`config.mk`:
```
export PLATFORM = sky130hd
export DESIGN_NAME = multi_rate_fifo
export DESIGN_NICKNAME = d
export VERILOG_FILES = /design/src/rtl/multi_rate_fifo_pkg.sv /design/src/rtl/multi_rate_fifo_storage.sv /design/src/rtl/multi_rate_fifo.sv
export SDC_FILE = /design/constraint.sdc
export NUM_CORES = 2
export LEC_CHECK = 0
export ABC_AREA = 1
export CORE_MARGIN = 2
export CORE_UTILIZATION = 57
export CTS_CLUSTER_SIZE = 30
export DETAILED_ROUTE_END_ITERATION = 8
export PLACE_DENSITY_LB_ADDON = 0.08
export SLEW_MARGIN = 20
export SYNTH_ARGS = -nofsm -noshare
export SYNTH_HDL_FRONTEND = slang
export SYNTH_SLANG_ARGS = --single-unit
```
`constraint.sdc`:
```
create_clock -name clk_i -period 7.9 [get_ports clk_i]
set_clock_uncertainty 0.1 [all_clocks]
set_input_delay 1.58 -clock clk_i [delete_from_list [all_inputs] [get_ports clk_i]]
set_output_delay 1.58 -clock clk_i [all_outputs]
set_load 0.005 [all_outputs]
```
`src/rtl/multi_rate_fifo_pkg.sv`:
```
// Shared types and helpers for the multi-rate FIFO slice (package fifo_types).
// Holds the debug status encoding and the modulo index helper used by the
// storage array so every lane computes its address the same way.

package fifo_types;

   // Coarse occupancy status, used only for debug/status encoding
   typedef enum logic [1:0] {
      IDLE   = 2'd0,
      ACTIVE = 2'd1,
      FULL   = 2'd2
   } fifo_status_e;

   // Index of (ptr + offset) wrapped into a 2**ptrWidth deep circular store
   function automatic int wrap_idx(input int ptr, input int offset, input int ptrWidth);
      return (ptr + offset) & ((1 << ptrWidth) - 1);
   endfunction

   // Debug helper: classify an occupancy value against the storage depth
   function automatic fifo_status_e status_of(input int count, input int capacity);
      if (count == 0) begin
         return IDLE;
      end else if (count >= capacity) begin
         return FULL;
      end
      return ACTIVE;
   endfunction

endpackage

```
`src/rtl/multi_rate_fifo_storage.sv`:
```
// fifo_storage_mem: CAP_P x WIDTH circular word store with a WRITE_SIZE-lane
// write port and a READ_SIZE-lane combinational read port. Every lane address
// is wrapped modulo the depth, so windows may straddle the last index.

module fifo_storage_mem
   import fifo_types::*;
#(
   parameter int WIDTH      = 16,
   parameter int PTR_WIDTH  = 8,
   parameter int WRITE_SIZE = 1,
   parameter int READ_SIZE  = 1
) (
   input  logic                                clk_i,
   input  logic                                we_i,
   input  logic [PTR_WIDTH-1:0]                wrPtr_i,
   input  logic [WRITE_SIZE-1:0][WIDTH-1:0]    data_i,
   input  logic [PTR_WIDTH-1:0]                rdPtr_i,
   output logic [READ_SIZE-1:0][WIDTH-1:0]     data_o
);

   localparam int CAP_P = 1 << PTR_WIDTH;

   logic [WIDTH-1:0] mem_q [CAP_P];

   // Write all lanes of an accepted enqueue into consecutive wrapped slots
   always_ff @(posedge clk_i) begin
      if (we_i) begin
         for (int i = 0; i < WRITE_SIZE; i++) begin
            mem_q[PTR_WIDTH'(wrap_idx(32'(wrPtr_i), i, PTR_WIDTH))] <= data_i[i];
         end
      end
   end

   // Present the head window starting at the read pointer (fall-through)
   always_comb begin
      data_o = '0;
      for (int i = 0; i < READ_SIZE; i++) begin
         data_o[i] = mem_q[PTR_WIDTH'(wrap_idx(32'(rdPtr_i), i, PTR_WIDTH))];
      end
   end

endmodule

```
`src/rtl/multi_rate_fifo.sv`:
```
// multi_rate_fifo: circular FIFO that accepts WRITE_SIZE words per enqueue
// and presents/removes READ_SIZE words per dequeue. An explicit occupancy
// counter handles ratios that do not divide each other; leftover words stay
// at the head and merge with later enqueues in order.
// Default widths come from the he_headers.sv macros BIT_WIDTH, WRITE_SIZE and
// READ_SIZE; fallbacks are provided below when those are not defined.
// Optional feature: define MULTI_RATE_FIFO_FLUSH_EN to add flush_i, which
// empties the FIFO (rd_ptr = wr_ptr, count = 0) without touching storage.

`ifndef BIT_WIDTH
`define BIT_WIDTH 16
`endif
`ifndef WRITE_SIZE
`define WRITE_SIZE 4
`endif
`ifndef READ_SIZE
`define READ_SIZE 2
`endif

module multi_rate_fifo
   import fifo_types::*;
#(
   parameter int WIDTH      = `BIT_WIDTH,
   parameter int WRITE_SIZE = `WRITE_SIZE,
   parameter int READ_SIZE  = `READ_SIZE,
   parameter int PTR_WIDTH  = 8
) (
   input  logic                              clk_i,
   input  logic                              reset_i,
`ifdef MULTI_RATE_FIFO_FLUSH_EN
   input  logic                              flush_i,
`endif
   input  logic [WRITE_SIZE-1:0][WIDTH-1:0]  data_i,
   input  logic                              valid_i,
   output logic                              ready_o,
   output logic                              valid_o,
   output logic [READ_SIZE-1:0][WIDTH-1:0]   data_o,
   input  logic                              yumi_i,
   output logic [PTR_WIDTH:0]                count_o
);

   localparam int CAP_P = 1 << PTR_WIDTH;
   localparam int CNT_W = PTR_WIDTH + 1;

   // Occupancy thresholds and per-transaction step sizes in counter width
   localparam logic [CNT_W-1:0] W_CNT    = CNT_W'(WRITE_SIZE);
   localparam logic [CNT_W-1:0] R_CNT    = CNT_W'(READ_SIZE);
   localparam logic [CNT_W-1:0] MAX_FILL = CNT_W'(CAP_P - WRITE_SIZE);

   logic [PTR_WIDTH-1:0] rdPtr_q, rdPtr_d;
   logic [PTR_WIDTH-1:0] wrPtr_q, wrPtr_d;
   logic [CNT_W-1:0]     count_q, count_d;

   logic flushNow;
   logic spaceOk;
   logic dataOk;
   logic enq;
   logic deq;

   // Handshake: ready/valid depend only on the registered count, forced low
   // while reset (or a flush) is being applied so nothing is accepted then
   always_comb begin
`ifdef MULTI_RATE_FIFO_FLUSH_EN
      flushNow = flush_i;
`else
      flushNow = 1'b0;
`endif
      spaceOk = (count_q <= MAX_FILL);
      dataOk  = (count_q >= R_CNT);
      ready_o = spaceOk & ~reset_i & ~flushNow;
      valid_o = dataOk & ~reset_i & ~flushNow;
      count_o = reset_i ? '0 : count_q;
      enq     = valid_i & ready_o;
      deq     = yumi_i & valid_o;
   end

   // Next-state: advance pointers by their window sizes, update occupancy;
   // a flush collapses the read pointer onto the write pointer
   always_comb begin
      rdPtr_d = rdPtr_q;
      wrPtr_d = wrPtr_q;
      count_d = count_q + (enq ? W_CNT : '0) - (deq ? R_CNT : '0);
      if (enq) begin
         wrPtr_d = wrPtr_q + PTR_WIDTH'(WRITE_SIZE);
      end
      if (deq) begin
         rdPtr_d = rdPtr_q + PTR_WIDTH'(READ_SIZE);
      end
      if (flushNow) begin
         rdPtr_d = wrPtr_q;
         wrPtr_d = wrPtr_q;
         count_d = '0;
      end
   end

   // Pointer and occupancy registers with synchronous reset
   always_ff @(posedge clk_i) begin
      if (reset_i) begin
         rdPtr_q <= '0;
         wrPtr_q <= '0;
         count_q <= '0;
      end else begin
         rdPtr_q <= rdPtr_d;
         wrPtr_q <= wrPtr_d;
         count_q <= count_d;
      end
   end

   fifo_storage_mem #(
      .WIDTH      (WIDTH),
      .PTR_WIDTH  (PTR_WIDTH),
      .WRITE_SIZE (WRITE_SIZE),
      .READ_SIZE  (READ_SIZE)
   ) storage (
      .clk_i   (clk_i),
      .we_i    (enq),
      .wrPtr_i (wrPtr_q),
      .data_i  (data_i),
      .rdPtr_i (rdPtr_q),
      .data_o  (data_o)
   );

endmodule

```
==> run metrics <==
via count of the first global-routing pass=about 110k; top-level I/O count=111; crit path buf inv count=3; GR Overflow Total=0; Synth Net Count=14900; maximum number of pins on one net before global-route repair=~230; initial standard-cell utilization of the core=about 57%; clk sinks=between 4000 and 5000; first-pass GRT wire length=~700000 µm; clock-pin slew on the worst setup and hold paths=approximately 60 ps; Period Utilization, post-route=a little under nine tenths; drt via density=just under 6; most common cell type on the critical path=sky130_fd_sc_hd__nor2_1; count of nets left with antenna violations after detail routing=0; hold buffers post-CTS=0; slowest cell delay on critical path=820 ps; net count reported at finish=around 15000; synthesized area=between 150000 and 200000 µm²; kind of end point of the critical path=output port; reported leakage power=~0.069 µW; total of warnings raised by yosys=0; highest clock frequency the design can meet=148 MHz; horizontal die dimension=about 550 µm; peak fanout along the critical path=56; actual slew at the worst max-slew pin=between 1000 and 1500 ps; commonest non-fill, non-tap cells in the layout=4622 x sky130_fd_sc_hd__nand2_1, 4096 x sky130_fd_sc_hd__edfxtp_1, 2820 x sky130_fd_sc_hd__nand3_1; DRC violation count after routing=0; max_cap viols=0; required time of the worst setup path=6220 ps; number of buffers created by CTS=approximately 420; TNS Setup=0 ps; H-Tree Level Count=5; placeable core region=roughly 290000 µm²; number of cells produced by synthesis=14800; post-CTS setup repair buffer count=0; biggest area consumer among synthesized cells=sky130_fd_sc_hd__edfxtp_1; largest cells by area after synthesis=sky130_fd_sc_hd__edfxtp_1 73%, sky130_fd_sc_hd__nand2_1 10%, sky130_fd_sc_hd__nand3_1 8.4%, sky130_fd_sc_hd__nor2_1 2.3%, sky130_fd_sc_hd__inv_1 1.8%; Period minus WS final=roughly 6800 ps; kind of start point of the critical path=flop; Max IR drop VDD=roughly 0.00022 V; ordered list of cells on the worst path=buf_4 > buf_4 > nor2_1 > nor2_1 > o21ai_0 > nand2_1 > nand2_1 > nand3_1 > nor2_1 > nor2_1 > nor2_1 > nor2_1 > clkdlybuf4s50_1; Resize count post-CTS=0; relative slew slack=under 10%; site row count=199; proportion of layout cells with a drive suffix above 1=6.58%; count of state elements after synthesis=between 4000 and 5000; number of unique standard cell types used by synthesis=28; height of the die=roughly 550 µm; Critical-path top delay cell=sky130_fd_sc_hd__dfxtp_4; antenna violations before repair=38; detailed-route wire length per cell=25.3 µm; Worst-Skew Late Latency=between 900 and 1000 ps; number of DRC violations after detailed-routing iteration 0=around 14000; hpwl dp=around 250000 µm; overall routing resource usage=31.7%; placer congestion estimate=0.817; RSZ-0062 raised after global routing=no; Hold Violations, Final=0; via count of the routed design=about 110k; Hold Path Class=flop to flop; CTS tree=yes; commonest non-fill, non-tap cell in the layout=sky130_fd_sc_hd__nand2_1; Mapped Avg Cell Area=11.4 µm²; number of pins exceeding their max-slew limit in the final report=0; Die ar.=roughly 300000 µm²; Root Buffer=sky130_fd_sc_hd__clkbuf_16; setup-violating endpoint count in the final report=0; Final Util=~64%; outcome=complete, no violations; Worst Setup Path Type=flop to output port; Cell Pwr Density=267 nW/µm²; layout-stage area growth over the synthesis result=10.9%; Top delay family on crit path=buffers and inverters; Initial DRT Pass Iterations=7; fraction of synthesized cell area taken by the top area cell type=between 70% and 80%; aggregate routed wire length=between 400000 and 500000 µm; maximum root-to-sink buffer count=4; count of input and output buffers=roughly 110; sequential-to-total area share from yosys stat=between 70 and 80%; arrival time of data at the critical path endpoint=between 5000 and 6000 ps
[registers in the layout, indices dropped and copies added (netlist names), named ones only]
register       flops
storage.mem_q   4096
count_q            8
rdPtr_q            7
wrPtr_q            6
[path summary, 6_finish.rpt]
path	startpoint	cells past startpoint	endpoint	slack, ps
worst max-delay path	rdPtr_q[1]	13	data_o[16]	1140
worst min-delay path	wrPtr_q[4]	1	wrPtr_q[4]	460
worst max register to register	count_q[5]	10	storage.mem_q[78][12]	4140
worst min register to register	wrPtr_q[4]	1	wrPtr_q[4]	460
[cell type report]
cell class | count | area (µm²)
diodes | 14 | 35.0
clock buffers | 543 | 11200
clock inverters | 214 | 1700
fillers | 22400 | 107000
inverters | 837 | 3200
multi-input cells | 8986 | 38700
flip-flops and latches | 4124 | 124000
well taps | 3919 | 4900
repair buffers | 411 | 3840
[worst register-to-register path, delay by kind of cell (launching register included)]
kind                       cells  cell delay (ps)
buffers and inverters          3             1110
DFF                            1              410
adders and majority gates      1              190
and+or+nand+nor                6             1430
[logic make-up (layout without fill, tap and decap cells)]
| group | after synthesis | after routing | synth area share (%) |
|---|---|---|---|
| simple gates | 8482 | 8482 | 21.0 |
| other cells | 1 | 15 | 0.00222 |
| buf+inv | 1726 | 2005 | 4.16 |
| xor+xnor | 3 | 3 | 0.0156 |
| flops | 4124 | 4124 | 73.2 |
| fa+ha+maj | 24 | 24 | 0.182 |
| compound gates | 476 | 476 | 1.44 |
[stage by stage]
step                      worst slack (ps)  cells  hold slack (ps)  total power [µW]  area, µm²
after floorplan                        362  14800              377             29200     169000
after global placement                2180  18300              421             31400     174000
after detailed placement              2190  18300              446             31500     174000
after CTS                             1150  19000              461             50100     187000
after global routing                   912  19000              495             51700     187000
final                                 1140  19000              457             49900     187000
[layer usage]
| metal | GRT usage (%) | up-vias | wire length (µm) | part of all wire, % |
|---|---|---|---|---|
| li1 | - | 50700 | - | - |
| met2 | 53.8 | 5390 | 235000 | 49 |
| met5 | 0 | - | 61 | 0.013 |
| met1 | 42.2 | 55400 | 187000 | 39 |
| met4 | 11.0 | 10 | 18100 | 3.8 |
| met3 | 4.41 | 943 | 41400 | 8.6 |
[synthesized netlist by cell type, drive strengths merged]
| cell | instances |
|---|---|
| nand2 | 4622 |
| edfxtp | 4096 |
| nand3 | 2820 |
| nor2 | 1022 |
| inv | 834 |
| buf | 462 |
| clkbuf | 427 |
| o21ai | 406 |
| a21oi | 54 |
| dfxtp | 28 |
| ha | 23 |
| o211ai | 14 |
| nor3 | 6 |
| nand4 | 5 |
| or2 | 4 |
| clkinv | 3 |
| xor2 | 3 |
| nor3b | 2 |
| a221oi | 1 |
| and3 | 1 |
| conb | 1 |
| fa | 1 |
| o21a | 1 |
[power by group]
group | switching [µW] | internal (µW)
registers | 113 | 24100
logic | 4900 | 1940
clock network | 8220 | 10600
total | 13200 | 36700
Power figures use the tool's default switching activity.
